## config.mk

```make
export PLATFORM = sky130hd
export DESIGN_NAME = mem_bus_sequencer
export DESIGN_NICKNAME = d
export VERILOG_FILES = /design/src/rtl/mem_bus_sequencer.sv
export SDC_FILE = /design/constraint.sdc
export NUM_CORES = 1
export LEC_CHECK = 0
export ABC_CLOCK_PERIOD_IN_PS = 3360
export BUFFER_PORTS_ARGS = -buffer_cell sky130_fd_sc_hd__buf_2
export CORE_MARGIN = 2
export CORE_UTILIZATION = 48
export DETAILED_ROUTE_END_ITERATION = 7
export PLACE_DENSITY = 0.84
export SLEW_MARGIN = 20
export SYNTH_ARGS = -nofsm -noshare
export SYNTH_HDL_FRONTEND = slang
export SYNTH_SLANG_ARGS = --single-unit
```

## constraint.sdc

```tcl
create_clock -name clk -period 3.36 [get_ports clk]
set_input_delay 0.672 -clock clk [delete_from_list [all_inputs] [get_ports clk]]
set_output_delay 0.672 -clock clk [all_outputs]
set_load 0.01 [all_outputs]
```

## src/rtl/mem_bus_sequencer.sv

```systemverilog
// Memory/bus access sequencer: turns one-cycle controller requests into multi-T-state bus
// transactions with programmable wait M-cycles, ready stall and address post-step.
`timescale 1ns / 1ps
module mem_bus_sequencer #(
  parameter int unsigned DATA_W  = 8,
  parameter int unsigned ADDR_W  = 16,
  parameter int unsigned T_PER_M = 4,
  parameter int unsigned WAIT_W  = 2
) (
  input  logic              clk,
  input  logic              rst,
  input  logic              req_valid,
  output logic              req_ready,
  input  logic              req_we,
  input  logic [ADDR_W-1:0] req_addr,
  input  logic [DATA_W-1:0] req_wdata,
  input  logic [WAIT_W-1:0] req_wait,
  input  logic [1:0]        req_step,
  output logic              rsp_valid,
  output logic [DATA_W-1:0] rsp_rdata,
  output logic [ADDR_W-1:0] rsp_addr_next,
  output logic [ADDR_W-1:0] mem_addr,
  output logic [DATA_W-1:0] mem_dout,
  output logic              mem_dout_en,
  input  logic [DATA_W-1:0] mem_din,
  output logic              mem_cs,
  output logic              mem_oe,
  output logic              mem_we,
  input  logic              mem_rdy,
  output logic              busy
);

  // T_PER_M <= 16 fits in 5 bits, so wait*T_PER_M always fits in WAIT_W+5 bits.
  localparam int unsigned CntW = WAIT_W + 5;

  typedef enum logic [2:0] {StIdle, StT1, StAct, StWait, StLast} state_e;

  state_e            state_q, state_d;
  logic [CntW-1:0]   cnt_q, cnt_d;
  logic              we_q, we_d;
  logic [WAIT_W-1:0] wait_q, wait_d;
  logic [1:0]        step_q, step_d;
  logic [ADDR_W-1:0] addr_q, addr_d;
  logic [ADDR_W-1:0] addr_next_q, addr_next_d;
  logic [DATA_W-1:0] dout_q, dout_d;
  logic [DATA_W-1:0] rdata_q, rdata_d;
  logic              rsp_valid_q, rsp_valid_d;
  logic              last_done, accept, data_phase;
  logic [CntW-1:0]   wait_clks;
  logic [ADDR_W-1:0] addr_stepped;

  assign last_done = (state_q == StLast) && mem_rdy;
  assign req_ready = (state_q == StIdle) || last_done;
  assign accept    = req_valid && req_ready;
  assign wait_clks = CntW'(wait_q) * CntW'(T_PER_M) - CntW'(1);

  always_comb begin
    unique case (step_q)
      2'b01:   addr_stepped = addr_q + ADDR_W'(1);
      2'b10:   addr_stepped = addr_q - ADDR_W'(1);
      default: addr_stepped = addr_q;
    endcase
  end

  always_comb begin
    state_d     = state_q;
    cnt_d       = cnt_q;
    we_d        = we_q;
    wait_d      = wait_q;
    step_d      = step_q;
    addr_d      = addr_q;
    addr_next_d = addr_next_q;
    dout_d      = dout_q;
    rdata_d     = rdata_q;
    rsp_valid_d = 1'b0;

    unique case (state_q)
      StIdle: begin
        if (accept) state_d = StT1;
      end
      StT1: begin
        if (T_PER_M > 2) begin
          state_d = StAct;
          cnt_d   = CntW'(T_PER_M) - CntW'(3);
        end else if (wait_q != '0) begin
          state_d = StWait;
          cnt_d   = wait_clks;
        end else begin
          state_d = StLast;
        end
      end
      StAct: begin
        if (cnt_q != '0) begin
          cnt_d = cnt_q - CntW'(1);
        end else if (wait_q != '0) begin
          state_d = StWait;
          cnt_d   = wait_clks;
        end else begin
          state_d = StLast;
        end
      end
      StWait: begin
        if (cnt_q != '0) cnt_d = cnt_q - CntW'(1);
        else             state_d = StLast;
      end
      StLast: begin
        if (mem_rdy) begin
          rsp_valid_d = 1'b1;
          addr_next_d = addr_stepped;
          if (!we_q) rdata_d = mem_din;
          state_d = accept ? StT1 : StIdle;
        end
      end
      default: state_d = StIdle;
    endcase

    // Request fields are captured only on the accept edge.
    if (accept) begin
      we_d   = req_we;
      addr_d = req_addr;
      wait_d = req_wait;
      step_d = req_step;
      if (req_we) dout_d = req_wdata;
    end
  end

  always_ff @(posedge clk or posedge rst) begin
    if (rst) begin
      state_q     <= StIdle;
      cnt_q       <= '0;
      we_q        <= 1'b0;
      wait_q      <= '0;
      step_q      <= '0;
      addr_q      <= '0;
      addr_next_q <= '0;
      dout_q      <= '0;
      rdata_q     <= '0;
      rsp_valid_q <= 1'b0;
    end else begin
      state_q     <= state_d;
      cnt_q       <= cnt_d;
      we_q        <= we_d;
      wait_q      <= wait_d;
      step_q      <= step_d;
      addr_q      <= addr_d;
      addr_next_q <= addr_next_d;
      dout_q      <= dout_d;
      rdata_q     <= rdata_d;
      rsp_valid_q <= rsp_valid_d;
    end
  end

  // Strobes decode from state registers only, so reset drops them asynchronously.
  assign data_phase    = (state_q == StAct) || (state_q == StWait) || (state_q == StLast);
  assign busy          = (state_q != StIdle);
  assign mem_cs        = busy;
  assign mem_oe        = data_phase && !we_q;
  assign mem_we        = data_phase && we_q;
  assign mem_dout_en   = data_phase && we_q;
  assign mem_addr      = addr_q;
  assign mem_dout      = dout_q;
  assign rsp_valid     = rsp_valid_q;
  assign rsp_rdata     = rdata_q;
  assign rsp_addr_next = addr_next_q;

endmodule

```

==> impl_metrics.csv <==
group,metric,value,unit
status,status,"completed",
min_path,hold_path.class,"flip-flop to flip-flop",
grt,grtUsageTotal,21.3,%
timing,period_needed,2.71,ns
timing,fmax,369,MHz
die,start_util,49.3,%
clocking,clockBufferDepth,2,
setup_path,r2r_cells,10,
detailed_routing,via_count,3305,
timing,hold_violations,0,
setup_path,critPathSlowestCell,"dfrtp_1",
logic_synthesis,ys_seq_elements,64,
clocking,cts_setup_buffers,0,
clocking,cts.reportedPaths.clkPinSlew,0.07,ns
setup_path,crit_fanout,51,
detailed_routing,ant_nets,0,
setup_path,reg2reg_to,"rsp_addr_next[13]",
logic_synthesis,synth_top_area_cell,"dfrtp_1",
setup_path,cp.required,3.63,ns
setup_path,cp-endpoint,"rsp_addr_next[13]",
grt,grt_max_degree,65,
final_layout,utilization,58.3,%
die,dieArea,0.00861,mm²
clocking,htreeDepth,3,
setup_path,r2r-start,"step_q[0]",
clocking,clk_latency,0.35,ns
grt,grt_pass1_wl,14600,µm
detailed_routing,first_pass_iters,5,
setup_path,cp-startpoint,"step_q[0]",
die,io-pin-count,96,
grt,grt_overflow_total,0,
setup_path,crit_type,"flip-flop to flip-flop",
clocking,postCtsHoldBufs,0,
setup_path,ff2ff_setup_slack,0.65,ns
clocking,cts.sinks,64,
detailed_routing,post-route-drc-count,0,
logic_synthesis,synthCells,392,
power_and_ir_drop,p_sw,2.12,mW
timing,skew,0.00754,ns
logic_synthesis,avgSynthCellArea,9.66,µm²
power_and_ir_drop,p_leak,2.09,nW
timing,tns,0,ns
logic_synthesis,yosys.cell_types.count,63,
timing,finalCritPeriodShare,80.7,%
power_and_ir_drop,ir_worst_vdd,0.582,mV
logic_synthesis,ys.warnings.count,0,
logic_synthesis,synth_area,0.00379,mm²
timing,setup_violations,0,
power_and_ir_drop,netSwitchingFraction,45.0,%
die,core-area,0.00769,mm²
power_and_ir_drop,seqPwrFrac,33.0,%
final_layout,area_delta_synth_final,18.5,%
grt,grt_antenna_before_repair,0,
logic_synthesis,synth_top_area_share,42.3,%
timing,rsz0062_at_grt,"no",
detailed_routing,vias_per_cell,5.73,
setup_path,crit_chain,"inv_1, ha_1, buf_12, and4b_1, a22oi_1, a21oi_1, a221oi_1, xor2_1, or3_1, a31oi_1",
power_and_ir_drop,combPwrFrac,52.8,%
final_layout,fin_nets,516,
timing,tightest_slew,0.853,ns
logic_synthesis,synth.most_common_cell,"dfrtp_1",
die,die_x,92.8,µm
job,cap_viol_max_count,0,
setup_path,cpPeakStageDelay,0.38,ns
power_and_ir_drop,power_density,1050,mW/mm²
clocking,cts_buffers,9,
logic_synthesis,yosysSeqAreaShare,42.3,%
detailed_routing,post_drt_wl_per_cell,15.3,µm
logic_synthesis,async_flop_share,100,%
power_and_ir_drop,p_int,2.59,mW
placed_design,numPlacedInstances,561,
clocking,ctsRootBufferMaster,"clkbuf_8",
die,num_rows,32,
detailed_routing,routed_wl,8840,µm
logic_synthesis,synth_edf_count,0,
die,die_y,92.8,µm
power_and_ir_drop,clock_power_share,14.2,%
placed_design,hpwl,6140,µm
setup_path,end_kind,"flip-flop",
clocking,cts_resized,0,
logic_synthesis,synthTopCellsByCount,"dfrtp_1 (64), mux2_2 (37), nor2_1 (30), nand2_1 (27), clkbuf_1 (21)",
grt,first_global_vias,3015,
placed_design,finalWeightedCongestion,0.855,
final_layout,fin_cells,577,
timing,final_max_slew_viol_count,0,
placed_design,port-buffer-count,95,
logic_synthesis,syn_nets,438,
logic_synthesis,synth.area.top_cells,"dfrtp_1 (42%), mux2_2 (11%), nor2_1 (3.0%)",
final_layout,n_antenna_cell,0,
detailed_routing,first_iter_violations,298,
min_path,worstHoldStart,"rsp_addr_next[14]",
setup_path,start_kind,"flip-flop",
timing,max_slew_margin,43.0,%
logic_synthesis,synth_ff_type,"dfrtp_1",
clocking,cts_tree,"done",
setup_path,arrival,2.98,ns
final_layout,drive_above_1_share,34.1,%
## final cells by class
class,instances,area [µm²]
Fill cell,679,3200
Multi-Input combinational cell,280,1970
Timing Repair Buffer,102,541
Tap cell,102,128
Clock inverter,5,56.3
Clock buffer,11,141
Inverter,13,48.8
Sequential cell,64,1600
## critical path: cells and delay by family, from the launching register on
| kind | cells | cell delay (ns) |
|---|---|---|
| and+or+nand+nor | 2 | 0.57 |
| buffers and inverters | 2 | 0.32 |
| AOI/OAI and AO/OA | 4 | 1.00 |
| adders and majority gates | 1 | 0.23 |
| DFF | 1 | 0.38 |
| xor gates and xnor gates | 1 | 0.12 |
## power groups by stage
stage,clock (mW),combinational (mW),sequential (mW)
2_1_floorplan,0,1.86,1.45
3_3_place_gp,0,2.38,1.53
3_5_place_dp,0,2.45,1.55
4_1_cts,0.687,2.47,1.54
5_1_grt,0.722,2.73,1.61
6_report,0.669,2.48,1.55
## registers in the layout, summed over array words and instances (netlist names)
| register | flops |
|---|---|
| rsp_valid | 1 |
| mem_dout | 8 |
| cnt_q | 7 |
| wait_q | 2 |
| rsp_rdata | 8 |
| step_q | 2 |
| mem_addr | 16 |
| state_q | 3 |
| rsp_addr_next | 16 |
| we_q | 1 |
## layer usage
layer  vias to the layer above  wire, µm  global-route usage (%)
li1                       1563         -                       -
met1                      1573      3850                    29.3
met2                       152      4160                    33.0
met3                        17       678                    4.80
met4                         0       146                    7.35
met5                         -         0                       0
## kinds of logic (layout without fill, tap and decap cells)
| logic type | after synthesis | after routing | share of synthesized area [%] |
|---|---|---|---|
| AND/OR/NAND/NOR | 118 | 118 | 16.9 |
| adder cells (fa/ha/maj) | 5 | 5 | 1.65 |
| multiplexers | 45 | 45 | 13.2 |
| flip-flops | 64 | 64 | 42.3 |
| XOR/XNOR | 20 | 20 | 4.63 |
| AO/OA/AOI/OAI | 92 | 92 | 15.7 |
| buffers and inverters | 48 | 131 | 5.68 |
## metrics by stage
step	worst slack (ns)	area [µm²]	total power [mW]	hold slack [ns]
global route	0.451	4490	5.06	0.511
finish	0.648	4490	4.70	0.480
detailed placement	0.687	4290	4.01	0.472
CTS	0.679	4490	4.70	0.487
floorplan	0.127	3790	3.30	0.458
global placement	0.739	4290	3.91	0.463
## placed cells by master (no fill, tap or decap), drive strengths merged, types with 3 or more instances in the layout
cell / n
buf: 102
dfrtp: 64
mux2: 38
o21ai: 34
nor2: 30
nand2: 27
a21oi: 17
inv: 13
xor2: 11
clkbuf: 11
nand3: 9
xnor2: 9
or3: 9
mux2i: 7
a31oi: 6
nor2b: 5
ha: 5
nor3b: 5
nor3: 5
and4b: 4
nand4: 4
a32oi: 3
nor4: 3
o31a: 3
nand2b: 3
nand3b: 3
a32o: 3
o31ai: 3
o22ai: 3
a21boi: 3
a221oi: 3
clkinv: 3
or2: 3
## how the worst min path moves through the flow
| stage | endpoint | slack [ns] | cells past startpoint |
|---|---|---|---|
| after CTS | rsp_addr_next[14] | 0.49 | 2 |
| after floorplan | cnt_q[4] | 0.46 | 1 |
| after global routing | rsp_rdata[1] | 0.51 | 1 |
| final | rsp_addr_next[14] | 0.48 | 2 |
| after detailed placement | rsp_addr_next[14] | 0.47 | 2 |
| after global placement | rsp_addr_next[0] | 0.46 | 2 |
Note: power is estimated with default switching activity, not from simulation.
